File: src/rtl/xbee_uart_tx_pkg.sv
// ----------------------------------------------------------------------------
// xbee_uart_tx_pkg
//
// Definitions shared by the XBee UART transmit path and the baud tick
// generator that feeds it:
//   - tx_state_e   : transmit FSM state encoding
//   - Def*         : default frame format and buffer depth
//   - ClkFreqHz,
//     BaudRate,
//     BaudDiv      : clock / baud constants; BaudDiv is the tick generator's
//                    rounded clocks-per-bit figure (10417 at 100 MHz, 9600 bps)
//   - frame_ticks(): number of bit periods in one frame
// ----------------------------------------------------------------------------
package xbee_uart_tx_pkg;

    typedef enum logic [1:0] {
        StIdle  = 2'd0,
        StStart = 2'd1,
        StData  = 2'd2,
        StStop  = 2'd3
    } tx_state_e;

    localparam int unsigned DefDataBits  = 8;
    localparam int unsigned DefStopBits  = 1;
    localparam int unsigned DefFifoDepth = 4;

    localparam int unsigned ClkFreqHz = 100_000_000;
    localparam int unsigned BaudRate  = 9600;
    localparam int unsigned BaudDiv   = (ClkFreqHz + BaudRate / 2) / BaudRate;

    // Start bit + data bits + stop bits.
    function automatic int unsigned frame_ticks(input int unsigned data_bits,
                                                input int unsigned stop_bits);
        return 1 + data_bits + stop_bits;
    endfunction

endpackage

File: src/rtl/xbee_tx_fifo.sv
// ----------------------------------------------------------------------------
// xbee_tx_fifo
//
// Small register-array FIFO buffering bytes ahead of the UART serialiser.
// Writes are synchronous; the head entry is presented combinationally on
// rdata_o so the FSM can load it in the same cycle it pops.
//
// Ports:
//   Clk      : system clock
//   Reset_n  : asynchronous active-low reset, empties the FIFO
//   push_i   : write wdata_i (ignored while full)
//   wdata_i  : data to write
//   pop_i    : discard the head entry (ignored while empty)
//   rdata_o  : head entry
//   full_o   : Depth entries held
//   empty_o  : no entries held
//   count_o  : number of entries held
// ----------------------------------------------------------------------------
module xbee_tx_fifo #(
    parameter int unsigned Width = 8,
    parameter int unsigned Depth = 4
) (
    input  logic                     Clk,
    input  logic                     Reset_n,
    input  logic                     push_i,
    input  logic [Width-1:0]         wdata_i,
    input  logic                     pop_i,
    output logic [Width-1:0]         rdata_o,
    output logic                     full_o,
    output logic                     empty_o,
    output logic [$clog2(Depth):0]   count_o
);

    localparam int unsigned PtrW = $clog2(Depth);
    localparam int unsigned CntW = PtrW + 1;

    logic [Width-1:0] mem_q [Depth];
    logic [PtrW-1:0]  wptr_q, wptr_d;
    logic [PtrW-1:0]  rptr_q, rptr_d;
    logic [CntW-1:0]  count_q, count_d;
    logic             push_ok;
    logic             pop_ok;

    // Full/empty come only from the registered count, so a push is refused
    // while full even if a pop frees a slot on the same edge.
    assign full_o  = (count_q == CntW'(Depth));
    assign empty_o = (count_q == '0);
    assign count_o = count_q;
    assign rdata_o = mem_q[rptr_q];

    assign push_ok = push_i && !full_o;
    assign pop_ok  = pop_i && !empty_o;

    always_comb begin
        wptr_d  = wptr_q;
        rptr_d  = rptr_q;
        count_d = count_q;
        if (push_ok) begin
            wptr_d = wptr_q + PtrW'(1);
        end
        if (pop_ok) begin
            rptr_d = rptr_q + PtrW'(1);
        end
        unique case ({push_ok, pop_ok})
            2'b10:   count_d = count_q + CntW'(1);
            2'b01:   count_d = count_q - CntW'(1);
            default: count_d = count_q;
        endcase
    end

    always_ff @(posedge Clk or negedge Reset_n) begin
        if (!Reset_n) begin
            wptr_q  <= '0;
            rptr_q  <= '0;
            count_q <= '0;
        end else begin
            wptr_q  <= wptr_d;
            rptr_q  <= rptr_d;
            count_q <= count_d;
        end
    end

    // Storage needs no reset: entries are only read after being written.
    always_ff @(posedge Clk) begin
        if (push_ok) begin
            mem_q[wptr_q] <= wdata_i;
        end
    end

endmodule

File: src/rtl/xbee_uart_tx.sv
// ----------------------------------------------------------------------------
// xbee_uart_tx
//
// UART transmitter for the XBee link. Bytes arrive over a valid/ready
// handshake, are buffered in xbee_tx_fifo, and are sent as frames of
// start bit, DATA_BITS data bits (LSB first) and STOP_BITS stop bits.
// Bit timing comes entirely from the external TickTack pulse; the FSM only
// moves on ticks.
//
// Ports:
//   Clk        : system clock (100 MHz)
//   Reset_n    : asynchronous active-low reset; abandons any frame in flight
//   TickTack   : one-cycle pulse per bit period
//   Data_In    : byte to send
//   Data_Valid : Data_In valid this cycle
//   Data_Ready : FIFO not full
//   Tx         : registered serial line, idle high
//   Busy       : a frame is on the line
//   Fifo_Count : bytes buffered
// ----------------------------------------------------------------------------
module xbee_uart_tx
    import xbee_uart_tx_pkg::*;
#(
    parameter int unsigned DATA_BITS  = DefDataBits,
    parameter int unsigned STOP_BITS  = DefStopBits,
    parameter int unsigned FIFO_DEPTH = DefFifoDepth
) (
    input  logic                          Clk,
    input  logic                          Reset_n,
    input  logic                          TickTack,
    input  logic [DATA_BITS-1:0]          Data_In,
    input  logic                          Data_Valid,
    output logic                          Data_Ready,
    output logic                          Tx,
    output logic                          Busy,
    output logic [$clog2(FIFO_DEPTH):0]   Fifo_Count
);

    localparam int unsigned     IdxW     = (DATA_BITS > 1) ? $clog2(DATA_BITS) : 1;
    localparam logic [IdxW-1:0] LastIdx  = IdxW'(DATA_BITS - 1);
    localparam logic            StopLast = 1'(STOP_BITS - 1);

    tx_state_e            state_q, state_d;
    logic [IdxW-1:0]      bit_idx_q, bit_idx_d;
    logic                 stop_cnt_q, stop_cnt_d;
    logic [DATA_BITS-1:0] shreg_q, shreg_d;
    logic                 tx_q, tx_d;

    logic                 fifo_pop;
    logic                 fifo_full;
    logic                 fifo_empty;
    logic [DATA_BITS-1:0] fifo_rdata;

    xbee_tx_fifo #(
        .Width (DATA_BITS),
        .Depth (FIFO_DEPTH)
    ) u_fifo (
        .Clk     (Clk),
        .Reset_n (Reset_n),
        .push_i  (Data_Valid),
        .wdata_i (Data_In),
        .pop_i   (fifo_pop),
        .rdata_o (fifo_rdata),
        .full_o  (fifo_full),
        .empty_o (fifo_empty),
        .count_o (Fifo_Count)
    );

    assign Data_Ready = !fifo_full;
    assign Tx         = tx_q;
    assign Busy       = (state_q != StIdle);

    // Next-state logic. tx_d is derived from the state being entered, so the
    // line changes on the same edge that samples the tick and Busy tracks Tx.
    always_comb begin
        state_d    = state_q;
        bit_idx_d  = bit_idx_q;
        stop_cnt_d = stop_cnt_q;
        shreg_d    = shreg_q;
        tx_d       = tx_q;
        fifo_pop   = 1'b0;

        if (TickTack) begin
            unique case (state_q)
                StIdle: begin
                    tx_d = 1'b1;
                    if (!fifo_empty) begin
                        fifo_pop = 1'b1;
                        shreg_d  = fifo_rdata;
                        state_d  = StStart;
                        tx_d     = 1'b0;
                    end
                end

                StStart: begin
                    state_d   = StData;
                    bit_idx_d = '0;
                    tx_d      = shreg_q[0];
                end

                StData: begin
                    if (bit_idx_q == LastIdx) begin
                        state_d    = StStop;
                        stop_cnt_d = 1'b0;
                        tx_d       = 1'b1;
                    end else begin
                        // Shift so the next bit to send is always at bit 0.
                        bit_idx_d = bit_idx_q + IdxW'(1);
                        shreg_d   = shreg_q >> 1;
                        tx_d      = shreg_d[0];
                    end
                end

                StStop: begin
                    tx_d = 1'b1;
                    if (stop_cnt_q == StopLast) begin
                        if (!fifo_empty) begin
                            // Back-to-back frame: next start bit follows directly.
                            fifo_pop = 1'b1;
                            shreg_d  = fifo_rdata;
                            state_d  = StStart;
                            tx_d     = 1'b0;
                        end else begin
                            state_d = StIdle;
                        end
                    end else begin
                        stop_cnt_d = stop_cnt_q + 1'b1;
                    end
                end

                default: begin
                    state_d = StIdle;
                    tx_d    = 1'b1;
                end
            endcase
        end
    end

    always_ff @(posedge Clk or negedge Reset_n) begin
        if (!Reset_n) begin
            state_q    <= StIdle;
            bit_idx_q  <= '0;
            stop_cnt_q <= 1'b0;
            shreg_q    <= '0;
            tx_q       <= 1'b1;
        end else begin
            state_q    <= state_d;
            bit_idx_q  <= bit_idx_d;
            stop_cnt_q <= stop_cnt_d;
            shreg_q    <= shreg_d;
            tx_q       <= tx_d;
        end
    end

endmodule
File: config.mk
export PLATFORM = sky130hd
export DESIGN_NAME = xbee_uart_tx
export DESIGN_NICKNAME = d
export VERILOG_FILES = /design/src/rtl/xbee_uart_tx_pkg.sv /design/src/rtl/xbee_tx_fifo.sv /design/src/rtl/xbee_uart_tx.sv
export SDC_FILE = /design/constraint.sdc
export NUM_CORES = 1
export LEC_CHECK = 0
export ABC_AREA = 1
export CAP_MARGIN = 20
export CORE_ASPECT_RATIO = 1.1
export CORE_MARGIN = 2
export CORE_UTILIZATION = 30
export CTS_BUF_LIST = sky130_fd_sc_hd__clkbuf_16
export CTS_CLUSTER_DIAMETER = 120
export CTS_CLUSTER_SIZE = 30
export DETAILED_ROUTE_END_ITERATION = 10
export PLACE_DENSITY = 0.47
export SLEW_MARGIN = 20
export SYNTH_ARGS = -nofsm -noshare
export SYNTH_HDL_FRONTEND = slang
export SYNTH_SLANG_ARGS = --single-unit
File: constraint.sdc
create_clock -name Clk -period 6 [get_ports Clk]
set_input_delay 1.5 -clock Clk [delete_from_list [all_inputs] [get_ports Clk]]
set_output_delay 1.5 -clock Clk [all_outputs]
set_load 0.005 [all_outputs]
==> reports/metrics.yaml, run 1 <==
hold_path_class: "register to register"
crit_fanout: 9
setup_viol: 0
vdd_drop_max_v: 0.000176
wl_per_cell_um: 11.7
ant_nets: 0
synthesis.area_um2: 2520
holdCritStartpoint: "bit_idx_q[2]$_DFFE_PN0P_"
crit_type: "input port to register"
syn-instance-count: 253
cts_buffers: 5
htree_levels: 2
critPathCaptureType: "register"
cap_viol_max_count: 0
area_growth_pct: 16.0
powerDensity_nw_per_um2: 487
grt_antenna_before_repair: 0
timing.critical_path.from: "TickTack"
clock_sinks: 53
wl_um: 4480
grt_usage_pct: 10.4
gp_congestion: 0.753
cp_slowest_cell: "clkdlybuf4s50_1"
ys_types: 29
drc: 0
finalNetCount: 296
yosys_register_bits: 53
crit_required_ns: 6.17
p_seq_share_pct: 42.1
period_share_pct: 55.5
cts_setup_buffers: 0
synth_area_per_cell_um2: 9.95
fin_worst_skew_ns: 0.00601
die_area_um2: 9140
grt_overflow_total: 0
place_ws_ns: 2.36
start_util_pct: 30.4
swShare_pct: 38.7
clockPowerShare_pct: 21.0
dr_total_vias: 1612
core.rowCount: 35
fin_crit_ns: 3.33
layout_commonest_cell: "nand2_1"
clkTransAtPathRegs_ns: 0.07
grt_pass1_wl_um: 7370
n_fill_cell: 818
maxSlewHeadroom_pct: 44.0
critPathLaunchType: "input port"
fin_ws_ns: 2.67
p_leak_nw: 1.27
power_switching_mw: 0.551
synth-async-reset-ratio_pct: 39.6
io_pins: 18
path_cells: "clkdlybuf4s50_1 > nand2_1 > nor2_1 > nand2_1 > inv_1 > ha_1 > inv_1 > fa_1 > a21oi_1 > o21ai_0 > xor2_1"
coreArea_um2: 8280
die_height_um: 100
holdBufCountCts: 0
worstSkewPairLatency_ns: 0.29
port_buffers: 17
synth_edf_count: 32
dp.cells: 374
mostFrequentLayoutCells: "nand2_1, edfxtp_1, nor2_1"
cts.repair.resized: 0
avgViaCountPerCell: 4.22
run_status: "finished, final reports clean"
root_buffer: "clkbuf_16"
clockBufferDepth: 2
synth_nets: 279
p_comb_share_pct: 36.9
max_freq_mhz: 300
finalSetupTns_ns: 0
timing.hold.ws_ns: 0.479
drive_gt1_share_pct: 9.23
drt_first_pass_iters: 4
r2r-start: "state_q[0]$_DFFE_PN0P_"
instances_no_fill: 382
grt_pass1_vias: 1508
yosys_most_used_dff: "edfxtp_1"
diodes: 0
internal_power_mw: 0.871
synth_seq_area_share_pct: 59.1
cts_tree: "done"
hold_viol: 0
die_w_um: 91.3
crit_path_max_incr_delay_ns: 0.65
drt-initial-drc-count: 35
final_max_slew_viol_count: 0
critPathArrivalTime_ns: 3.50
finalPower_mw: 1.42
rsz0062_at_grt: "no"
tightest_slew_ns: 0.837
dp_hpwl_um: 3070
grt_max_degree: 22
synth_warnings: 0
[synth_stat cells (2+ instances only)]
cell type | count | area, µm²
edfxtp_1 | 32 | 961
nor2_2 | 3 | 18.8
o21ai_0 | 8 | 40.0
xor2_1 | 3 | 26.3
buf_2 | 2 | 10.0
inv_2 | 3 | 11.3
buf_4 | 3 | 22.5
ha_1 | 13 | 163
buf_6 | 2 | 22.5
nor2_4 | 2 | 22.5
nor2_1 | 27 | 101
nand3_1 | 19 | 95.1
dfrtp_1 | 20 | 500
nand2_2 | 3 | 18.8
a21oi_1 | 2 | 10.0
nand2_1 | 82 | 308
inv_1 | 17 | 63.8
[state kept, by name (all words and copies together) (netlist names)]
signal,flops
shreg_q,8
bit_idx_q,3
u_fifo.wptr_q,2
state_q,2
u_fifo.mem_q,32
Tx,1
u_fifo.count_o,3
u_fifo.rptr_q,2
[worst paths after layout]
| check | to | slack [ns] | depth (start not counted) |
|---|---|---|---|
| max reg2reg | u_fifo.count_o[2]$_DFFE_PN0P_ | 3.65 | 13 |
| min reg2reg | bit_idx_q[2]$_DFFE_PN0P_ | 0.48 | 2 |
| min in group asynchronous | state_q[1]$_DFFE_PN0P_ | 1.17 | 1 |
| min | bit_idx_q[2]$_DFFE_PN0P_ | 0.48 | 2 |
| max | u_fifo.count_o[2]$_DFFE_PN0P_ | 2.67 | 11 |
| max in group asynchronous | Tx$_DFFE_PN1P_ | 4.47 | 1 |
[power by group through the flow]
stage	combinational [mW]	clock, mW	sequential (mW)
3_5_place_dp	0.539	0	0.606
2_1_floorplan	0.433	0	0.562
6_report	0.525	0.299	0.599
3_3_place_gp	0.533	0	0.606
4_1_cts	0.540	0.306	0.599
5_1_grt	0.610	0.319	0.613
[routing by layer]
layer  global-route usage (%)  part of all wire (%)
met4                     3.85                   1.2
met1                     12.6                    47
met3                     2.63                   2.2
met5                        0                     0
met2                     18.1                    49
[cells by family after synthesis]
logic type               count (synthesis)  synth area share (%)
adder cells (fa/ha/maj)                 14                  7.26
AO/OA/AOI/OAI                           14                  3.08
XOR/XNOR                                 4                  1.39
flip-flops                              53                  59.1
buffers and inverters                   28                  5.42
AND/OR/NAND/NOR                        140                  23.8
[cell type report]
type	instances	area, µm²	area share (%)
clock buffer	5	125	4.28
multi-input combinational	172	893	30.6
tap	111	139	4.76
timing repair buffer	17	165	5.66
sequential	53	1490	50.9
inverter	21	81.3	2.78
clock inverter	3	28.8	0.985
[metrics by stage]
| stage | util [%] | area [µm²] |
|---|---|---|
| after floorplan | - | 2520 |
| after global placement | 33.5 | 2770 |
| after detailed placement | 33.5 | 2770 |
| after CTS | 35.3 | 2930 |
| after global routing | 35.3 | 2920 |
| final | 35.3 | 2920 |
[worst max-delay path: cells and delay by family]
kind                     cells  cell delay [ns]
buffers and inverters        3             0.79
adder cells (fa/ha/maj)      2             0.51
AND/OR/NAND/NOR              3             0.29
AO/OA/AOI/OAI                2             0.25
XOR/XNOR                     1             0.15
No activity file was read; power rests on OpenSTA's default activity.
==> inputs of run 2 (changes only) <==
==> constraint.sdc (replaced) <==
create_clock -name Clk -period 3.3 [get_ports Clk]
set_input_delay 0.825 -clock Clk [delete_from_list [all_inputs] [get_ports Clk]]
set_output_delay 0.825 -clock Clk [all_outputs]
set_load 0.005 [all_outputs]
==> run 2 against run 1 <==
Effect of this change:
- cell count up 1.6%
- first-iteration DRC count rose by 130%
- clock power up 80%
- clock skew about the same
- combinational power is 88% higher
- flip-flop and latch count unchanged
==> reports/metrics.yaml, run 2 (synthesis results as in run 1) <==
run_status: "finished, final reports clean"
wl_um: 4640  # +3.4%
vdd_drop_max_v: 0.000275  # +56%
rr_worst_depth: 13  # unchanged
rrSetupSlack_ns: 0.98  # -2.67 ns
grt_usage_pct: 10.9  # +0.49 points
die_area_um2: 9140  # unchanged
cap_viol_max_count: 0  # unchanged
clockPowerShare_pct: 20.6  # -0.4 points
rsz0062_at_grt: "no"
finalNetCount: 302  # +2.0%
reg_top3: "u_fifo.mem_q (32), shreg_q (8)"
r2r-end: "u_fifo.count_o[2]$_DFFE_PN0P_"
hold_path_class: "register to register"
dp_hpwl_um: 3120  # +1.6%
fin_area_um2: 2970  # +1.6%
setup_viol: 0  # unchanged
cts_setup_buffers: 0  # unchanged
drt-initial-drc-count: 79  # +130%
final_max_slew_viol_count: 0  # unchanged
period_share_pct: 74.8
crit_path_end: "u_fifo.count_o[2]$_DFFE_PN0P_"
port_buffers: 17  # unchanged
maxSlewHeadroom_pct: 56.3  # +12 points
grt_antenna_before_repair: 0  # unchanged
diodes: 0  # unchanged
finalSetupTns_ns: 0  # unchanged
max_freq_mhz: 405
die_height_um: 100  # unchanged
wl_per_cell_um: 11.9  # +1.8%
drt_first_pass_iters: 4  # unchanged
tightest_slew_ns: 0.655  # -0.182 ns
p_leak_nw: 1.30  # +2.3%
drive_gt1_share_pct: 10.8  # +1.6 points
clkTransAtPathRegs_ns: 0.07  # about the same
avgViaCountPerCell: 4.26  # +0.84%
internal_power_mw: 1.60  # +84%
critPathArrivalTime_ns: 2.64  # -0.86 ns
hold_viol: 0  # unchanged
root_buffer: "clkbuf_16"
critPathLaunchType: "input port"
timing.critical_path.from: "TickTack"
cts_tree: "done"
core.rowCount: 35  # unchanged
grt_pass1_wl_um: 7750  # +5.1%
dr_total_vias: 1651  # +2.4%
dp.cells: 380  # +1.6%
clock_sinks: 53  # unchanged
power_switching_mw: 1.01  # +83%
r2r-start: "state_q[0]$_DFFE_PN0P_"
ant_nets: 0  # unchanged
layout_commonest_cell: "nand2_1"
worstSkewPairLatency_ns: 0.29  # about the same
io_pins: 18  # unchanged
gp_congestion: 0.771  # +2.4%
cts.repair.resized: 0  # unchanged
p_seq_share_pct: 41.5  # -0.6 points
largest_reg_flops: 32  # unchanged
crit_fanout: 3  # -6
grt_overflow_total: 0  # unchanged
placed_cell_area_um2: 2820  # +1.6%
crit_required_ns: 3.47  # -2.70 ns
die_w_um: 91.3  # unchanged
fin_worst_skew_ns: 0.00609  # +0.0000846 ns
mostFrequentLayoutCells: "nand2_1, edfxtp_1, nor2_1"
fin_crit_ns: 2.47
drc: 0  # unchanged
top_register: "u_fifo.mem_q"
cts_buffers: 5  # unchanged
crit_type: "input port to register"
instances_no_fill: 388  # +1.6%
powerDensity_nw_per_um2: 879  # +80%
timing.hold.ws_ns: 0.482  # +0.00260 ns
critPathCaptureType: "register"
htree_levels: 2  # unchanged
clockBufferDepth: 2  # unchanged
swShare_pct: 38.6  # -0.12 points
area_growth_pct: 17.9
p_comb_share_pct: 37.9  # +1.0 points
start_util_pct: 30.4  # unchanged
n_fill_cell: 830  # +1.5%
coreArea_um2: 8280  # unchanged
holdBufCountCts: 0  # unchanged
grt_max_degree: 22  # unchanged
grt_pass1_vias: 1619  # +7.4%
-- run 2: cell types whose count changed in the layout (fill, tap and decap cells not counted) --
| cell | before | now |
|---|---|---|
| buf_4 | 0 | 6 |
| inv_8 | 1 | 0 |
| inv_6 | 1 | 3 |
| clkinv_4 | 1 | 0 |
| buf_2 | 1 | 0 |
| clkdlybuf4s50_1 | 16 | 17 |
-- run 2: power groups by stage --
stage                     sequential [mW]  combinational (mW)  clock, mW
after floorplan                      1.02               0.787          0
after global placement               1.10               0.997          0
after detailed placement             1.10                1.01          0
after CTS                            1.09                1.01      0.553
after global routing                 1.12                1.14      0.590
final                                1.08               0.988      0.538
-- run 2: routing by layer --
metal	share of wire [%]	wire, µm	GRT usage [%]
met3	2.3	105	2.18
met5	0	0	0
met2	49	2260	18.3
met4	1.4	67	3.96
met1	47	2200	14.1
-- run 2: stage by stage --
step           total power [mW]  setup WS, ns  util (%)
6_report                   2.61         0.833      35.9
5_1_grt                    2.85         0.672      35.9
4_1_cts                    2.65         0.826      35.9
3_5_place_dp               2.10         0.523      34.0
3_3_place_gp               2.10         0.550      34.0
2_1_floorplan              1.81          1.02         -
-- run 2: worst max-delay path, stage by stage --
cell and delay [ns]:
clkdlybuf4s50_1 0.48, nand2_1 0.07, nor2_1 0.08, nand2_1 0.10, inv_1 0.09, ha_1 0.14
inv_1 0.06, fa_1 0.37, a21oi_1 0.15, o21ai_0 0.12, xor2_1 0.15
-- run 2: how the worst min path moves through the flow --
stage | startpoint | end | slack [ns] | cells after the start
after floorplan | bit_idx_q[1]$_DFFE_PN0P_ | bit_idx_q[1]$_DFFE_PN0P_ | 0.45 | 2
after global placement | bit_idx_q[1]$_DFFE_PN0P_ | bit_idx_q[1]$_DFFE_PN0P_ | 0.46 | 2
after detailed placement | shreg_q[6]$_DFFE_PN0P_ | shreg_q[6]$_DFFE_PN0P_ | 0.47 | 2
after CTS | shreg_q[6]$_DFFE_PN0P_ | shreg_q[6]$_DFFE_PN0P_ | 0.49 | 2
after global routing | shreg_q[6]$_DFFE_PN0P_ | shreg_q[6]$_DFFE_PN0P_ | 0.51 | 2
final | bit_idx_q[1]$_DFFE_PN0P_ | bit_idx_q[1]$_DFFE_PN0P_ | 0.48 | 2
-- run 2: layout make-up --
cell class	instances	area [µm²]	share of cell area (%)
multi-input combinational	172	893	30.1
sequential	53	1490	50.1
timing repair buffer	23	215	7.25
inverter	21	81.3	2.74
tap	111	139	4.68
clock inverter	3	26.3	0.885
clock buffer	5	125	4.22
==> inputs of run 3 (changes only) <==
==> constraint.sdc (replaced) <==
create_clock -name Clk -period 2.5 [get_ports Clk]
set_input_delay 0.625 -clock Clk [delete_from_list [all_inputs] [get_ports Clk]]
set_output_delay 0.625 -clock Clk [all_outputs]
set_load 0.005 [all_outputs]
==> run 3 against run 2 <==
Effect of this change:
- largest power group unchanged
- power is 35% higher
- worst hold slack better by 0.00067 ns
- worst setup slack lost 0.55 ns
==> reports/metrics.yaml, run 3 (synthesis results as in run 1) <==
run_status: "finished, final reports clean"
grt_max_degree: 20  # -9.1%
cts_tree: "done"
powerDensity_nw_per_um2: 1170  # +33%
top_register: "u_fifo.mem_q"
drc: 0  # unchanged
gp_congestion: 0.760  # -1.5%
crit_path_max_incr_delay_ns: 0.49  # about the same
finalSetupTns_ns: 0  # unchanged
io_pins: 18  # unchanged
grt_pass1_wl_um: 8060  # +4.0%
grt_pass1_vias: 1629  # +0.62%
clkTransAtPathRegs_ns: 0.07  # about the same
root_buffer: "clkbuf_16"
finalPower_mw: 3.51  # +35%
period_share_pct: 88.8
hold_path_class: "register to register"
dr_total_vias: 1659  # +0.48%
grt_overflow_total: 0  # unchanged
hold_viol: 0  # unchanged
cp_slowest_cell: "clkdlybuf4s50_1"
met2_usage_pct: 19.8  # +1.4 points
path_cells: "clkdlybuf4s50_1 > nand2_1 > nor2_1 > nand2_1 > inv_1 > ha_1 > inv_1 > fa_1 > a21oi_1 > o21ai_1 > xor2_1"
rsz0062_at_grt: "no"
drt-initial-drc-count: 125  # +58%
crit_fanout: 2  # -1
start_util_pct: 30.4  # unchanged
dp_hpwl_um: 3250  # +4.0%
p_leak_nw: 1.32  # +2.0%
max_freq_mhz: 451
wl_um: 4760  # +2.7%
finish.utilization_pct: 36.4  # +0.56 points
cap_viol_max_count: 0  # unchanged
layout_commonest_cell: "nand2_1"
final_max_slew_viol_count: 0  # unchanged
wl_per_cell_um: 12.1  # +1.1%
critPathCaptureType: "register"
clock_sinks: 53  # unchanged
reg_top3: "u_fifo.mem_q (32), shreg_q (8)"
finalNetCount: 308  # +2.0%
crit_type: "input port to register"
critPathArrivalTime_ns: 2.39  # -0.25 ns
fin_crit_ns: 2.22
largest_reg_flops: 32  # unchanged
die_area_um2: 9140  # unchanged
diodes: 0  # unchanged
worstSkewPairLatency_ns: 0.29  # about the same
vdd_drop_max_v: 0.000328  # +19%
die_w_um: 91.3  # unchanged
grt.busiest_layer: "met2"
drt_first_pass_iters: 5  # +1
fin_worst_skew_ns: 0.00615  # +0.0000581 ns
ant_nets: 0  # unchanged
grt_usage_pct: 11.4  # +0.47 points
path_delay_family: "buffers and inverters"
avgViaCountPerCell: 4.21  # -1.0%
place_ws_ns: -0.0376  # -0.560 ns
cts_buffers: 5  # unchanged
grtUsageMet3_pct: 2.33  # +0.15 points
grt_antenna_before_repair: 0  # unchanged
tightest_slew_ns: 0.454  # -0.201 ns
maxSlewHeadroom_pct: 69.6  # +13 points
area_growth_pct: 19.7
use_met1_pct: 14.2  # +0.15 points
mostFrequentLayoutCells: "nand2_1, edfxtp_1, nor2_1"
coreArea_um2: 8280  # unchanged
die_height_um: 100  # unchanged
crit_required_ns: 2.68  # -0.79 ns
clockBufferDepth: 2  # unchanged
fin_ws_ns: 0.281  # -0.552 ns
critPathLaunchType: "input port"
port_buffers: 17  # unchanged
core.rowCount: 35  # unchanged
cp_num_buf_inv: 3  # unchanged
drive_gt1_share_pct: 13.8  # +3.0 points
setup_viol: 0  # unchanged
htree_levels: 2  # unchanged
[run 3: changes by cell type in the layout (fill, tap and decap cells not counted), sizes merged]
cell,before,now
buf,6,12
[run 3: worst reg2reg max path, delay by kind of cell (launching register included)]
kind | cells | cell delay, ns
adder cells (fa/ha/maj) | 3 | 0.81
AND/OR/NAND/NOR | 3 | 0.21
AO/OA/AOI/OAI | 2 | 0.25
XOR/XNOR | 1 | 0.14
buffers and inverters | 4 | 0.28
flip-flops | 1 | 0.42
[run 3: final timing paths]
path                                                       to  cells past startpoint                    from  slack, ns
worst max-delay path            u_fifo.count_o[2]$_DFFE_PN0P_                     11                TickTack       0.28
worst min-delay path                   shreg_q[6]$_DFFE_PN0P_                      2  shreg_q[6]$_DFFE_PN0P_       0.48
worst max register to register  u_fifo.count_o[2]$_DFFE_PN0P_                     13  state_q[1]$_DFFE_PN0P_       0.29
worst min register to register         shreg_q[6]$_DFFE_PN0P_                      2  shreg_q[6]$_DFFE_PN0P_       0.48
max in group asynchronous        u_fifo.wptr_q[1]$_DFFE_PN0P_                      2                 Reset_n       1.31
min in group asynchronous            bit_idx_q[0]$_DFFE_PN0P_                      1                 Reset_n       0.65
[run 3: what timing repair did]
action,4_1_cts,5_1_grt
setup buffers,0,1
hold buffers,0,0
gates resized for setup,0,4
setup endpoints to repair,0,1
[run 3: layout make-up]
class                   instances  area, µm²
well taps                     111        139
flip-flops and latches         53       1490
clock inverters                 3       26.3
inverters                      21       81.3
clock buffers                   5        125
repair buffers                 29        260
multi-input cells             172        893
fillers                       831       5260
[run 3: report_power, final]
part | leakage, nW | internal (mW) | switching [mW]
clock | 0.0752 | 0.383 | 0.329
combinational | 0.703 | 0.563 | 0.826
sequential | 0.547 | 1.22 | 0.195
[run 3: metal layers]
metal / vias up / wire (µm)
met4: 0 / 49
met3: 4 / 108
met5: - / 0
met1: 765 / 2220
met2: 18 / 2380
li1: 872 / -
[run 3: through the flow]
step,cell area [µm²],hold slack (ns),std cells
2_1_floorplan,2520,0.329,253
3_3_place_gp,2850,0.464,385
3_5_place_dp,2850,0.466,385
4_1_cts,3010,0.486,393
5_1_grt,3010,0.511,394
6_report,3010,0.482,394
